[src/rtl/fetch_stage.sv]
// Instruction-fetch stage: owns the PC, addresses the combinational instruction
// memory and registers the returned word into IF/ID with stall, redirect and halt.
module fetch_stage #(
    parameter logic [31:0] RESET_PC  = 32'h0000_0000,
    parameter logic [31:0] HALT_WORD = 32'hFFFF_FFFF,
    parameter logic [31:0] NOP_WORD  = 32'h0000_0013
) (
    input  logic        clk,
    input  logic        reset,
    output logic [31:0] instructionAddress,
    input  logic [31:0] instruction,
    input  logic        stall,
    input  logic        branchTaken,
    input  logic [31:0] branchTarget,
    output logic [31:0] ifIdPc,
    output logic [31:0] ifIdInstruction,
    output logic        ifIdValid,
    output logic        halted,
    output logic [31:0] fetchCount
);

    localparam logic [0:0] RUN    = 1'b0;
    localparam logic [0:0] HALTED = 1'b1;

    logic [0:0]  state;
    logic [31:0] pc;

    assign instructionAddress = pc;
    // NOTE: halted is decoded from the state register, so it rises the cycle after the sentinel is seen.
    assign halted = (state == HALTED);

    // NOTE: all state here uses non-blocking assignments so every register samples pre-edge values.
    always_ff @(posedge clk) begin
        if (reset) begin
            state           <= RUN;
            pc              <= RESET_PC;
            ifIdPc          <= 32'h0;
            ifIdInstruction <= NOP_WORD;
            ifIdValid       <= 1'b0;
            fetchCount      <= 32'h0;
        end else if (state == RUN) begin
            if (branchTaken) begin
                // Redirect wins over stall and over a wrong-path sentinel in the same cycle.
                pc              <= {branchTarget[31:2], 2'b00};
                ifIdPc          <= 32'h0;
                ifIdInstruction <= NOP_WORD;
                ifIdValid       <= 1'b0;
            end else if (!stall) begin
                if (instruction == HALT_WORD) begin
                    state           <= HALTED;
                    ifIdPc          <= 32'h0;
                    ifIdInstruction <= NOP_WORD;
                    ifIdValid       <= 1'b0;
                end else begin
                    pc              <= pc + 32'd4;
                    ifIdPc          <= pc;
                    ifIdInstruction <= instruction;
                    ifIdValid       <= 1'b1;
                    fetchCount      <= fetchCount + 32'd1;
                end
            end
        end
        // HALTED holds everything; IF/ID is already a bubble from the halt transition.
    end

endmodule

[config.mk]
export PLATFORM = sky130hd
export DESIGN_NAME = fetch_stage
export DESIGN_NICKNAME = d
export VERILOG_FILES = /design/src/rtl/fetch_stage.sv
export SDC_FILE = /design/constraint.sdc
export NUM_CORES = 1
export LEC_CHECK = 0
export CAP_MARGIN = 15
export CORE_ASPECT_RATIO = 1.75
export CORE_MARGIN = 3
export CORE_UTILIZATION = 47
export CTS_BUF_LIST = sky130_fd_sc_hd__clkbuf_2 sky130_fd_sc_hd__clkbuf_4 sky130_fd_sc_hd__clkbuf_8
export DETAILED_ROUTE_END_ITERATION = 6
export GPL_ROUTABILITY_DRIVEN = 0
export PLACE_DENSITY = 0.8
export SLEW_MARGIN = 40
export SYNTH_ARGS = -nofsm -noshare
export SYNTH_HDL_FRONTEND = slang
export SYNTH_SLANG_ARGS = --single-unit
[constraint.sdc]
create_clock -name clk -period 3 [get_ports clk]
set_input_delay 0.45 -clock clk [delete_from_list [all_inputs] [get_ports clk]]
set_output_delay 0.45 -clock clk [all_outputs]
set_load 0.03 [all_outputs]
Word level (Yosys, flattened, before mapping)
Cells that the tools add are included.

$add $sub $neg: 2. Reduce and logical (&&, ||, !) cells: 3. Eq/ne operators: 3. Bitwise gates (word level): 4. Muxes and demuxes: 16.

Operators with widths (number): 2-to-1 mux 32 bit (9); adder 32 x 1 -> 32 bit, second input constant (1); adder 32 x 3 -> 32 bit, second input constant (1); == test 32 bit, second input constant (1); 2-to-1 mux 1 bit (7); inverter 1 bit (4); AND reduction 4 bit (1); AND reduction 3 bit (1); != test 2 x 1 -> 1 bit, second input constant (1); != test 2 bit, second input constant (1); AND reduction 2 bit (1).

Register bits after elaboration: 130. Bits of input ports: 68.

Longest topological paths before layout
Gate-level depths: netlist of the first run.

Word-level depth: 5. Mapped depth: 8. Gate-level depth less buffers: 6.

Worst setup path after synthesis of the first run
No wires, ideal clock.

Path type: reg-to-reg. Start: register pc[2] (netlist: instructionAddress[2]). End: register pc[28] (netlist: instructionAddress[28]). Setup slack: 0.400 ns. Data required time: 2.912 ns. Stages on the path, launching flop included: 8. Clock period less this slack: 2.600 ns. Data arrival time: 2.512 ns. Path through: dfxtp_1 ha_1 nand4_4 or4_1 buf_2 or3_4 o31a_1 o32ai_2.

Longest elaborated chain between the ends: 4.

RTL lines: from (decl) (RTL line 26) `logic [31:0] pc;`; from (signal assigned) (RTL line 44) `pc <= {branchTarget[31:2], 2'b00};`; from (signal assigned) (RTL line 55) `pc <= pc + 32'd4;`; adder 32 x 3 -> 32 bit (RTL line 55); 2-to-1 mux 32 bit (RTL line 49) `if (instruction == HALT_WORD) begin`; 2-to-1 mux 32 bit (RTL line 48) `end else if (!stall) begin`; 2-to-1 mux 32 bit (RTL line 42) `if (branchTaken) begin`.

Every way passes these cells. The select of a mux whose other input is x is not followed. A chain may end at the register's enable or synchronous reset.

Worst setup path in the final report of the first run
Start: register pc[3] (netlist: instructionAddress[3]). End: register pc[28] (netlist: instructionAddress[28]).

Same word-level chain as after synthesis.

==> out/results.txt, run 1 <==
largest net degree at the start of global routing: 51
Finish-stage setup viols: 0
GR Util met3: 5.79%
clock sink count: 127
Crit Reg-Reg Endpoint: instructionAddress[28]
Cells after Synth: 708
std cell rows: 53
Layout Area Growth over Synthesis: 44.8%
CP max FO: 8
yosys warns: 0
synth unique cells: 62
most frequent cells after synthesis: dfxtp_1, nor2_1, nand2_1
GR Util met1: 29.3%
post-synthesis cell area: 5910 um2
Die W: 90.8 um
Post-Place Setup Slack: 0.242 ns
FF+latch count, synth: 127
Setup TNS Final: 0 ns
Syn Area/Cell: 8.35 um2
Synth area leader: dfxtp_1
Initial Util: 48.7%
clk_skew: 0.0136 ns
via/cell ratio: 6.03
worst hold slack: 0.443 ns
critical path endpoint: instructionAddress[28]
met2 Use GR: 50.4%
crit path DAT: 3.02 ns
Nets: 954
ys flop type: dfxtp_1
total power: 0.00425 W
register area share after synthesis: 43.0%
H-tree depth: 4
vias in the first global route: 6,244
Post-CTS Resized: 0
Total GRT Usage: 27.6%
Peak supply drop: 0.407 mV
DR pass1 iterations: 6
main area contributors after synthesis: dfxtp_1, a22oi_1, nor2_1
Num CTS Buffers: 17
CTS tree: done
Static Leak: 2.85 nW
DRT iter0 DRCs: 406
DR vias: 6,407
Critical Path Start: instructionAddress[3]
PortBufs: 193
critical path capture point type: flop
Max Buffers Root-to-Sink: 2
num ports: 198
Post-Route WL: 19,600 um
Synth top area share: 43.0%
FILL cells: 961
async set-reset flop share out of synthesis: 0%
worst-margin pin slew: 0.805 ns
setup bufs post-CTS: 0
area of the core: 12,100 um2
count of final max-slew check failures: 0
Reg clk slew, reported paths: 0.08 ns
CP startpoint kind: flop
RR Startpoint: instructionAddress[3]
busiest grt layer: met2
setup ws final: 0.328 ns
CTS Hold Bufs: 0
Worst-Skew Late Latency: 0.44 ns
post-layout minimum cycle time: 2.67 ns
HP Class: in2reg
Die Area: 14,000 um2
Die H: 154 um
RSZ-0062 raised after global routing: no
status: finished clean
Routed Antenna Nets: 0
share of post-route cells with drive strength above 1: 8.70%
global-route wire length before repair: 31,500 um
maxcap violations: 0
most common cell in the netlist: dfxtp_1
Critical Path RT: 3.35 ns
PwrDens: 497 nW/um2
CTS root buf: clkbuf_8
DR WL/cell: 18.4 um
initial antenna violation count: 0
r2r setup slk: 0.33 ns
Crit Path Category: reg2reg
Post-synth EDFFs: 0
hpwl dp: 13,600 um
Fin. Hold Viols: 0
fmax: 0.374 GHz
worst r2r path cells: 6
gr ovfl total: 0
DRC viols: 0
relative slew slack: 45.0%
crit share post-route: 89.1%
ant diodes: 0
## per-layer routing
| layer | up-vias | share of wire (%) |
|---|---|---|
| li1 | 2964 | - |
| met1 | 3040 | 37 |
| met2 | 316 | 53 |
| met3 | 87 | 5.9 |
| met4 | 0 | 4.9 |
| met5 | - | 0 |
## cell families (layout without fill, tap and decap cells)
| family | after synthesis | count (layout) | synth area share, % |
|---|---|---|---|
| buf+inv | 72 | 260 | 5.08 |
| fa+ha+maj | 2 | 2 | 0.423 |
| flops | 127 | 127 | 43.0 |
| xor+xnor | 17 | 17 | 2.52 |
| mux | 4 | 4 | 0.699 |
| compound gates | 204 | 204 | 25.3 |
| simple gates | 281 | 281 | 22.8 |
| other cells | 1 | 2 | 0.0635 |
## critical path, cell delays in order (launching register included)
cell and delay, ns:
dfxtp_1 0.45, ha_1 0.32, nand4_4 0.19, or4_1 0.71, or3_4 0.46, o31a_1 0.26, o32ai_2 0.19
## flip-flops by register name, indices dropped and copies added (netlist names)
register and flops:
fetchCount 32, halted 1, ifIdValid 1, ifIdPc 31, ifIdInstruction 32, instructionAddress 30
## through the flow
step	area, um2	util [%]	std cells
after detailed placement	8040	66.3	1030
after global routing	8550	70.5	1062
after global placement	8040	66.3	1030
after CTS	8550	70.5	1062
after floorplan	5910	-	709
final	8550	70.5	1062
## cell usage in the layout, fill, tap and decap left out, types with 6 or more instances in the layout
master and instances:
o211ai_1 6, nor3_1 7, dfxtp_1 127, and3_1 8, buf_4 20, a21oi_1 32, nand2_1 77, nand4_1 19
inv_1 12, o41ai_1 12, a31oi_1 12, and4_1 7, clkdlybuf4s50_1 191, a211oi_1 11, nor2_1 99, or4_1 7
or3_1 8, a22oi_1 60, clkbuf_8 18, o21ai_0 15, xnor2_1 16, o31ai_1 6, bufinv_16 7, nand3_1 23
## power breakdown
group | leakage [nW] | internal (W) | switching, W
combinational | 1.57 | 0.000240 | 0.000297
sequential | 1.03 | 0.00173 | 0.0000640
clock | 0.246 | 0.00119 | 0.000722
total | 2.85 | 0.00317 | 0.00108
## area by class of cell
| class | count | area, um2 | share of cell area [%] |
|---|---|---|---|
| multi-input combinational | 510 | 3120 | 36.4 |
| sequential | 127 | 2540 | 29.7 |
| timing repair buffer | 215 | 2130 | 24.9 |
| clock inverter | 13 | 259 | 3.03 |
| clock buffer | 19 | 255 | 2.98 |
| tap | 165 | 206 | 2.41 |
| inverter | 13 | 48.8 | 0.570 |
## worst min path at each step
| stage | slack [ns] | to | start | depth (start not counted) |
|---|---|---|---|---|
| 2_1_floorplan | 0.58 | ifIdValid | ifIdValid | 2 |
| 3_3_place_gp | 0.45 | ifIdValid | ifIdValid | 2 |
| 3_5_place_dp | 0.45 | ifIdValid | ifIdValid | 2 |
| 4_1_cts | 0.41 | fetchCount[8] | reset | 2 |
| 5_1_grt | 0.43 | fetchCount[16] | reset | 2 |
| 6_report | 0.44 | fetchCount[16] | reset | 2 |
No activity file was read; power rests on OpenSTA's default activity.
==> run 2, diff against run 1 <==
Settings changed: CORE_UTILIZATION 47 to 30, PLACE_DENSITY 0.8 to 0.55.
==> run 2 against run 1 <==
Compared with the run above: cell count grew 8.0%; clock-buffer cell count grew 7; core utilization shrank 26 points; first-iteration DRC count shrank 18%; global-route usage shrank 8.4 points; highest routed layer unchanged; critical path type unchanged; total power shrank 8.4%; flip-flop and latch count is the same; clock power shrank 19%; register-to-register slack gained 0.14 ns; sequential power is essentially flat.
==> out/results.txt, run 2 (synthesis results as in run 1) <==
maxcap violations: 0 (unchanged)
Reg clk slew, reported paths: 0.08 ns (about the same)
status: finished clean
clk_skew: 0.0120 ns (-0.00158 ns)
hpwl dp: 14,300 um (+4.8%)
Seq. cell area: 2540 um2 (unchanged)
Fin. Hold Viols: 0 (unchanged)
Finish-stage setup viols: 0 (unchanged)
CTS root buf: clkbuf_8
worst r2r path cells: 6 (unchanged)
Post-CTS Resized: 0 (unchanged)
crit path DAT: 2.90 ns (-0.12 ns)
Die Area: 21,500 um2 (+53%)
H-tree depth: 4 (unchanged)
DR WL/cell: 18.1 um (-1.8%)
cell family with most CP delay: simple AND/OR/NAND/NOR gates
RSZ-0062 raised after global routing: no
Clock Power Share: 39.8% (-5.3 points)
Flop pwr share: 46.1% (+3.8 points)
most frequent cells in the layout: clkdlybuf4s50_1, dfxtp_1, nor2_1
relative slew slack: 50.9% (+6.0 points)
critical path depth: 6 (unchanged)
fmax: 0.395 GHz (+5.4%)
HP Class: reg2reg
num ports: 198 (unchanged)
post-route cell area: 8630 um2 (+0.94%)
critical path capture point type: flop
share of post-route cells with drive strength above 1: 9.60% (+0.91 points)
vias in the first global route: 6,046 (-3.2%)
final core utilization: 44.8% (-26 points)
DRC viols: 0 (unchanged)
Peak supply drop: 0.286 mV (-30%)
DP Area: 8230 um2 (+2.3%)
PortBufs: 193 (unchanged)
DR pass1 iterations: 5 (-1)
Critical Path RT: 3.37 ns (+0.02 ns)
commonest non-fill, non-tap cell in the layout: clkdlybuf4s50_1
gr ovfl total: 0 (unchanged)
CP peak stage delay: 0.71 ns (about the same)
combinational share of power: 14.2% (+1.6 points)
area of the multi-input gates: 3120 um2 (unchanged)
Regs by FF count: fetchCount: 32 flops, ifIdInstruction: 32 flops, ifIdPc: 31 flops
clock sink count: 127 (unchanged)
r2r setup slk: 0.47 ns (+0.14 ns)
via/cell ratio: 5.30 (-12%)
DRT iter0 DRCs: 332 (-18%)
Initial Util: 30.6% (-18 points)
Num CTS Buffers: 17 (unchanged)
initial antenna violation count: 0 (unchanged)
Internal Power: 0.00285 W (-10%)
crit share post-route: 84.5% (-4.6 points)
DR vias: 6,083 (-5.1%)
Die H: 192 um (+24%)
Nets: 963 (+0.94%)
worst-margin pin slew: 0.736 ns (-0.0690 ns)
ant diodes: 0 (unchanged)
setup bufs post-CTS: 0 (unchanged)
CTS Hold Bufs: 0 (unchanged)
Die W: 112 um (+24%)
CP max FO: 8 (unchanged)
CP startpoint kind: flop
CTS tree: done
placed cells: 1,115 (+8.3%)
count of final max-slew check failures: 0 (unchanged)
Setup TNS Final: 0 ns (unchanged)
Max Buffers Root-to-Sink: 2 (unchanged)
Switching Share: 26.8% (+1.3 points)
std cell rows: 67 (+26%)
Routed Antenna Nets: 0 (unchanged)
Static Leak: 2.88 nW (+0.93%)
Layout Area Growth over Synthesis: 46.1%
FILL cells: 1,971 (+110%)
post-layout minimum cycle time: 2.53 ns (-0.137 ns)
Total GRT Usage: 19.2% (-8.4 points)
global-route wire length before repair: 32,900 um (+4.6%)
Max stage delay cell, worst path: or4_1
crit path cell chain: ha_1 -> nand4_4 -> or4_1 -> or3_4 -> o31a_1 -> o32ai_2
Crit Path Category: reg2reg
Crit path buffers/inverters: 0 (unchanged)
Worst-Skew Late Latency: 0.45 ns (about the same)
PwrDens: 451 nW/um2 (-9.2%)
area of the core: 19,300 um2 (+59%)
Hold Crit Depth: 2 (unchanged)
Post-Route WL: 20,800 um (+6.1%)
Final Non-Filler Cells: 1,147 (+8.0%)
largest net degree at the start of global routing: 125 (+150%)
sw power: 0.00104 W (-3.7%)
run 2: final timing paths:
path                                  to             startpoint
setup / recovery  instructionAddress[28]  instructionAddress[2]
setup reg to reg  instructionAddress[28]  instructionAddress[2]
hold / removal                 ifIdValid              ifIdValid
hold reg to reg                ifIdValid              ifIdValid
run 2: layer usage:
metal  wire length [um]  vias up  GRT usage [%]
met4                463        0           7.08
met2              11100      172           35.6
met1               8390     2892           21.4
li1                   -     2990              -
met5                  0        -              0
met3                809       29           3.97
run 2: worst register-to-register path, delay by kind of cell (launching register included):
kind | cells | cell delay (ns)
adders and majority gates | 1 | 0.29
DFF | 1 | 0.34
AOI/OAI and AO/OA | 2 | 0.45
and+or+nand+nor | 3 | 1.38
run 2: cell type report:
class	count	share of cell area (%)
clock inverter	6	0.927
sequential	127	29.4
inverter	13	0.565
clock buffer	26	3.78
tap	241	3.49
multi-input combinational	510	36.1
timing repair buffer	224	25.7
run 2: per-stage QoR:
stage | setup WS, ns | total power, W | hold WS, ns
CTS | 0.464 | 0.00396 | 0.472
global placement | 0.0977 | 0.00239 | 0.451
floorplan | 0.400 | 0.00211 | 0.584
global route | 0.296 | 0.00407 | 0.512
finish | 0.465 | 0.00389 | 0.464
detailed placement | 0.0740 | 0.00239 | 0.449
run 2: power groups by stage:
stage	registers, W	clock network (W)	logic, W
finish	0.00179	0.00155	0.000552
global route	0.00180	0.00168	0.000594
CTS	0.00179	0.00161	0.000559
detailed placement	0.00183	0	0.000556
global placement	0.00183	0	0.000555
floorplan	0.00191	0	0.000196
